[src/rtl/switch_ctrl_pkg.sv]
// Shared definitions for the Phoenix NoC switch controller: port indices,
// packed bus widths and FSM state encoding.
package switch_ctrl_pkg;

  localparam int unsigned NPORT    = 5;
  localparam int unsigned TAM_FLIT = 16;
  localparam int unsigned reg3     = 3;
  localparam int unsigned NP_REGF  = NPORT * TAM_FLIT;
  localparam int unsigned NP_REG3  = NPORT * reg3;

  localparam logic [reg3-1:0] EAST  = 3'd0;
  localparam logic [reg3-1:0] WEST  = 3'd1;
  localparam logic [reg3-1:0] NORTH = 3'd2;
  localparam logic [reg3-1:0] SOUTH = 3'd3;
  localparam logic [reg3-1:0] LOCAL = 3'd4;

  typedef enum logic [1:0] {
    S_IDLE,
    S_ARB,
    S_ROUTE,
    S_ACK
  } state_t;

  // Port following p in scan order, wrapping LOCAL back to EAST.
  function automatic logic [reg3-1:0] next_port(input logic [reg3-1:0] p);
    return (p == LOCAL) ? EAST : p + 3'd1;
  endfunction

endpackage

[src/rtl/switch_ctrl_xy_route.sv]
// XY routing decision: resolve X first, then Y, otherwise deliver locally.
module xy_route
  import switch_ctrl_pkg::*;
(
  input  logic [3:0]      tx,
  input  logic [3:0]      ty,
  input  logic [3:0]      lx,
  input  logic [3:0]      ly,
  output logic [reg3-1:0] dir
);

  // Ordered unsigned comparisons select the output direction.
  always_comb begin
    if (tx > lx)      dir = EAST;
    else if (tx < lx) dir = WEST;
    else if (ty > ly) dir = NORTH;
    else if (ty < ly) dir = SOUTH;
    else              dir = LOCAL;
  end

endmodule

[src/rtl/switch_ctrl.sv]
// Phoenix NoC switch controller: arbitrates header requests, routes the
// winner with XY routing, allocates the output port and releases it when
// the input stops sending.
// Build option: SWC_ROUND_ROBIN_EN selects rotating priority; otherwise
// fixed priority with EAST highest.
module switch_ctrl
  import switch_ctrl_pkg::*;
(
  input  logic                  clock,
  input  logic                  reset,
  input  logic [NPORT-1:0]      i_h,
  input  logic [NP_REGF-1:0]    i_data_t,
  input  logic [NPORT-1:0]      i_sender,
  input  logic [TAM_FLIT/2-1:0] i_address,
  output logic [NPORT-1:0]      o_ack_h,
  output logic [NPORT-1:0]      o_free,
  output logic [NP_REG3-1:0]    o_tab_in_t,
  output logic [NP_REG3-1:0]    o_tab_out_t
);

  state_t              state, state_nxt;
  logic [reg3-1:0]     sel, sel_nxt, scan_start, dir;
  logic                found;
  logic                do_arb, do_grant;
  int unsigned         idx;
  logic [TAM_FLIT-1:0] head;
  logic                unused_head_hi;
  logic [NPORT-1:0]    free, ack_h;
  logic [reg3-1:0]     tab_in  [NPORT];
  logic [reg3-1:0]     tab_out [NPORT];

`ifdef SWC_ROUND_ROBIN_EN
  logic [reg3-1:0] ptr;

  // Rotating priority pointer: last routed input becomes lowest priority.
  always_ff @(posedge clock) begin
    if (reset)                 ptr <= LOCAL;
    else if (state == S_ROUTE) ptr <= sel;
  end

  assign scan_start = next_port(ptr);
`else
  assign scan_start = EAST;
`endif

  // Arbiter scan: first requesting input at or after scan_start, wrapping.
  always_comb begin
    found   = 1'b0;
    sel_nxt = '0;
    idx     = 0;
    for (int unsigned k = 0; k < NPORT; k++) begin
      idx = 32'(scan_start) + k;
      if (idx >= NPORT) idx = idx - NPORT;
      if (!found && i_h[idx]) begin
        found   = 1'b1;
        sel_nxt = 3'(idx);
      end
    end
  end

  assign head           = i_data_t[32'(sel)*TAM_FLIT +: TAM_FLIT];
  assign unused_head_hi = ^head[15:8];

  xy_route u_xy_route (
    .tx  (head[7:4]),
    .ty  (head[3:0]),
    .lx  (i_address[7:4]),
    .ly  (i_address[3:0]),
    .dir (dir)
  );

  // FSM state register.
  always_ff @(posedge clock) begin
    if (reset) state <= S_IDLE;
    else       state <= state_nxt;
  end

  // FSM next-state logic.
  always_comb begin
    state_nxt = state;
    unique case (state)
      S_IDLE:  state_nxt = (|i_h) ? S_ARB : S_IDLE;
      S_ARB:   state_nxt = found ? S_ROUTE : S_IDLE;
      S_ROUTE: state_nxt = free[dir] ? S_ACK : S_IDLE;
      S_ACK:   state_nxt = S_IDLE;
      default: state_nxt = S_IDLE;
    endcase
  end

  // FSM output decode driving the datapath registers.
  always_comb begin
    do_arb   = (state == S_ARB) && found;
    do_grant = (state == S_ROUTE) && free[dir];
  end

  // Selection, grant, connection tables and per-output release.
  always_ff @(posedge clock) begin
    if (reset) begin
      sel   <= '0;
      ack_h <= '0;
      free  <= '1;
      for (int unsigned k = 0; k < NPORT; k++) begin
        tab_in[k]  <= '0;
        tab_out[k] <= '0;
      end
    end else begin
      if (do_arb) sel <= sel_nxt;
      ack_h <= '0;
      for (int unsigned o = 0; o < NPORT; o++) begin
        if (!free[o] && !i_sender[tab_out[o]]) free[o] <= 1'b1;
      end
      // A grant only targets a free output, so it never collides with a release.
      if (do_grant) begin
        tab_in[sel]  <= dir;
        tab_out[dir] <= sel;
        free[dir]    <= 1'b0;
        ack_h[sel]   <= 1'b1;
      end
    end
  end

  // Pack connection tables onto the crossbar control buses.
  always_comb begin
    for (int unsigned k = 0; k < NPORT; k++) begin
      o_tab_in_t[k*reg3 +: reg3]  = tab_in[k];
      o_tab_out_t[k*reg3 +: reg3] = tab_out[k];
    end
  end

  assign o_free  = free;
  assign o_ack_h = ack_h;

endmodule
[config.mk]
export PLATFORM = sky130hd
export DESIGN_NAME = switch_ctrl
export DESIGN_NICKNAME = d
export VERILOG_FILES = /design/src/rtl/switch_ctrl_pkg.sv /design/src/rtl/switch_ctrl_xy_route.sv /design/src/rtl/switch_ctrl.sv
export SDC_FILE = /design/constraint.sdc
export NUM_CORES = 1
export LEC_CHECK = 0
export CAP_MARGIN = 5
export CORE_MARGIN = 4
export CORE_UTILIZATION = 42
export CTS_CLUSTER_DIAMETER = 200
export DETAILED_ROUTE_END_ITERATION = 7
export PLACE_DENSITY = 0.82
export SYNTH_ARGS = -nofsm -noshare
export SYNTH_HDL_FRONTEND = slang
export SYNTH_SLANG_ARGS = --single-unit
[constraint.sdc]
create_clock -name clock -period 9.7 [get_ports clock]
set_input_delay 0.97 -clock clock [delete_from_list [all_inputs] [get_ports clock]]
set_output_delay 0.97 -clock clock [all_outputs]
set_load 0.05 [all_outputs]
---- Word level (Yosys, flattened, before mapping) ----
Memories as Yosys holds them, arrays and structs flattened.
Index checks and enable logic that the tools add are counted.
cells by class
  add/sub/neg operators ................... 0
  multiply operators ...................... 0
  divide/modulo/power cells ............... 0
  order comparisons ....................... 13
  equal/unequal tests ..................... 3
  shifts and indexed selects .............. 1
  muxes and demuxes ....................... 55
  bitwise gates (word level) .............. 3
  reduce and logical (&&, ||, !) cells .... 32
operators with widths
  operator            count
  $shiftx 80x8->8     1
  $mux 1              32
  $mux 3              10
  $lt 3x4->1 const B  7
  $bmux 1 s3          6
  $logic_not 1->1     14
  $logic_and 1x1->1   13
  $gt 4x4->1          2
  $lt 4x4->1          2
  $pmux 2 s4          1
  $demux 1 s3         2
  $ge 3x1->1 const B  2
  $mux 2              3
  $reduce_or 3->1     2
  $and 5x5->5         1
  $mux 5              1
  $not 5->5           1
  $reduce_or 5->1     1
  $eq 2x2->1 const B  2
  $eq 2x1->1 const B  1
  $logic_not 2->1     1
  $reduce_or 2->1     1
  $not 1->1           1
storage, ports and cells
  register bits after elaboration ......... 15
  bits in latches ......................... 0
  memory bits (writable) .................. 30
  memory bits (read-only) ................. 0
  output and inout bits ................... 40
  word-level logic and storage cells ...... 113
  memories kept ........................... 2
memory list
  memory   words  width  rd ports  clocked after memory_dff  write ports  line               text
  tab_in   5      3      5         0                         5            switch_ctrl.sv:29  logic [reg3-1:0] tab_in [NPORT];
  tab_out  5      3      5         0                         5            switch_ctrl.sv:30  logic [reg3-1:0] tab_out [NPORT];

---- Logic depth before layout (Yosys ltp) ----
  depth in word-level cells ............... 15
  gate-level depth with buffers ........... 14
  depth with buffers taken out ............ 11

---- Hierarchy ----
A second synthesis with hierarchy kept.
unflattened totals
  cells, all modules ...................... 254
  area, all modules ....................... 2,633.8 µm²
modules (own cells, without submodules)
  module       times used  cells each  area each (µm²)  sequential area each (µm²)
  switch_ctrl  1           223         2,389.8          1,201.2
  xy_route     1           31          244.0            0.0

---- Worst setup path after synthesis ----
Ideal clock, no wire load.
  path type ............................... input -> register
  start point ............................. input port i_data_t[51]
  end point ............................... memory tab_in[0][0] (enable)
  setup time .............................. 0.350 ns
  arrival time ............................ 3.640 ns
  data required time ...................... 9.350 ns
  path slack .............................. 5.710 ns
  stages .................................. 11
  buffers on the path ..................... 1
  cell sequence ........................... mux4_2 > inv_1 > o21ai_0 > ha_1 > a21o_1 > o31a_1 > and2_4 > a21boi_1 > or4_4 > buf_6 > o41ai_2
RTL lines
  item         line               text
  from (decl)  switch_ctrl.sv:12  input logic [NP_REGF-1:0] i_data_t,
  to (decl)    switch_ctrl.sv:29

==> impl_metrics.csv <==
group,metric,value,unit
status,outcome,"finished clean",
synth,synthCells,251,
floorplan,rows,28,
grt,use_met1,0.213,
drt,drc,0,
timing,relSlewSlack,0.427,
critical_path,cp.arrival,4450,ps
synth,synth_cell_type_count,45,
placement,dp_hpwl,5230,microns
placement,place_inst,416,
pwr,p_comb_frac,0.263,
run,max_cap_viol_count,0,
clocking,cts_resized,0,
cells_and_area,syn_to_final_growth,43.6,%
synth,synth_edf_count,30,
cells_and_area,layout.cells.non_filler,424,
clocking,path_clk_slew,80,ps
drt,routedWlPerCell,15.2,microns
clocking,cts_buffer_depth,2,
timing,post-route-min-period,4520,ps
grt,top_usage_layer,"met2",
floorplan,ioPinCount,140,
timing,timing.setup.tns,0,ps
grt,antenna_found_initial,0,
grt,grt_pass1_wl,10400,microns
floorplan,core-area,5960,sq um
drt,dr.pass1.iters,4,
clocking,cts_setup_buffers,0,
pwr,swShare,0.279,
synth,syn_avg_cell_area,10.3,sq um
timing,period_share,0.466,
floorplan,initial_core_util,0.436,
grt,first_global_vias,2307,
synth,synth_area_leader_cell,"edfxtp_1",
timing,drv_slew,0,
clocking,htreeDepth,2,
timing,grt_setup_unrepaired,"no",
synth,synth_warnings,0,
grt,track_usage,0.177,
cells_and_area,antennaDiodeCount,0,
cells_and_area,seqCellArea,1200,sq um
clocking,root_buffer,"clkbuf_8",
pwr,p_switching,0.000126,W
synth,synth_ff_type,"edfxtp_1",
drt,ant_nets,0,
grt,overflow,0,
floorplan,die_h,86.6,microns
critical_path,worstPathMaxFanout,17,
critical_path,worst-setup-path-type,"input pin to flip-flop",
pwr,ir_worst_vdd,0.0675,mV
grt,use_met2,0.302,
timing,finClkSkew,9.86,ps
cells_and_area,most-common-layout-cells,"clkdlybuf4s50_1, nor2_1, edfxtp_1",
clocking,worstSkewPairLatency,280,ps
cells_and_area,drive_gt1_frac,0.0946,
drt,wl,6440,microns
floorplan,dieArea,7510,sq um
pwr,internal-power,0.000324,W
cells_and_area,n_fill_cell,492,
placement,portBuffers,99,
placement,gp_congestion,0.827,
critical_path,crit_required,9620,ps
pwr,seqPwrFrac,0.484,
timing,fmax,221,MHz
pwr,p_per_area,121,nW/um^2
clocking,cts_tree,"yes",
synth,synth_area_leaders,"edfxtp_1, dfxtp_1, mux4_2, nor2_1, ha_1",
synth,seq_area_frac_synth,0.462,
drt,viasPerCell,5.40,
cells_and_area,fin_area,3730,sq um
cells_and_area,nets,456,
grt,grt_max_degree,26,
timing,hold_viol,0,
timing,setup_viol,0,
clocking,cts_sinks,45,
synth,async_flop_share,0,
timing,worst_slew_pin_slew,859,ps
drt,drt_iter0_drc,145,
clocking,cts_buffers,5,
critical_path,cp-start-kind,"input pin",
min_path,hold_class,"flip-flop to flip-flop",
pwr,p_clk_frac,0.253,
timing,hold_ws,560,ps
drt,num_vias,2291,
synth,synth_seq_cells,45,
clocking,holdBufCountCts,0,
synth,synth_top_cell_area_share,0.347,
pwr,leakage,1.34,nW
placement,placedInstanceArea,3640,sq um
floorplan,die_width,86.6,microns
synth,netlist_area,2600,sq um
critical_path,critPathCaptureType,"flip-flop",
pwr,total_power,0.000450,W
cells_and_area,mostFrequentLayoutCell,"clkdlybuf4s50_1",
synth,synth_nets,359,
grt,grt_use_met3,0.0409,
cells_and_area,multi_input_area,1280,sq um
[logic make-up (layout without fill, tap and decap cells)]
family / count (synthesis) / after routing / share of synthesized area
and+or+nand+nor: 111 / 111 / 0.207
AOI/OAI and AO/OA: 46 / 46 / 0.138
DFF: 45 / 45 / 0.462
buffers and inverters: 26 / 124 / 0.0433
muxes: 15 / 15 / 0.111
adders and majority gates: 8 / 8 / 0.0385
[state kept, by name (all words and copies together) (netlist names)]
| signal | count |
|---|---|
| tab_in | 15 |
| o_ack_h | 5 |
| tab_out | 15 |
| sel | 3 |
| o_free | 5 |
| state | 2 |
[worst max-delay path, stage by stage]
cell,delay (ps)
clkdlybuf4s50_1,410
mux4_2,440
nor2b_1,140
a31oi_1,230
ha_1,270
nand4_1,160
nor2_1,100
a22oi_4,340
mux2_2,390
or4_4,570
o41ai_2,440
[synthesized netlist by cell type, types with 5 or more instances]
| master | number |
|---|---|
| dfxtp_1 | 15 |
| clkbuf_1 | 8 |
| a31oi_1 | 5 |
| mux4_2 | 11 |
| ha_1 | 8 |
| nand2_1 | 16 |
| a21o_1 | 5 |
| nor2b_1 | 8 |
| inv_1 | 14 |
| a21oi_1 | 5 |
| nor2_1 | 53 |
| edfxtp_1 | 30 |
| o21ai_0 | 11 |
| nand3_1 | 11 |
[power groups by stage]
stage,clock (W),combinational [W],sequential [W]
3_5_place_dp,0,0.000118,0.000222
4_1_cts,0.000116,0.000119,0.000218
6_report,0.000114,0.000118,0.000218
3_3_place_gp,0,0.000116,0.000222
2_1_floorplan,0,0.0000558,0.000237
5_1_grt,0.000125,0.000129,0.000219
[layer usage]
layer / part of all wire / up-vias
met5: 0 / -
met4: 0.024 / 0
met3: 0.093 / 12
met2: 0.49 / 103
met1: 0.39 / 1062
li1: - / 1114
[through the flow]
stage | setup slack (ps) | utilization
3_5_place_dp | 4870 | 0.611
3_3_place_gp | 4920 | 0.611
6_report | 5180 | 0.626
2_1_floorplan | 5710 | -
5_1_grt | 4990 | 0.626
4_1_cts | 5140 | 0.626
[final cells by class]
| type | count | area share |
|---|---|---|
| well taps | 75 | 0.0252 |
| clock buffers | 8 | 0.0241 |
| multi-input cells | 180 | 0.344 |
| repair buffers | 101 | 0.270 |
| flip-flops and latches | 45 | 0.322 |
| inverters | 15 | 0.0151 |
[path summary, 6_finish.rpt]
check	startpoint	to	slack [ps]	depth (start not counted)
worst max-delay path	i_data_t[20]	tab_in[3][2]	5180	11
worst min-delay path	o_free[0]	o_free[0]	560	2
worst max register to register	sel[1]	tab_in[3][2]	5360	10
worst min register to register	o_free[0]	o_free[0]	560	2
No activity file was read; power rests on OpenSTA's default activity.
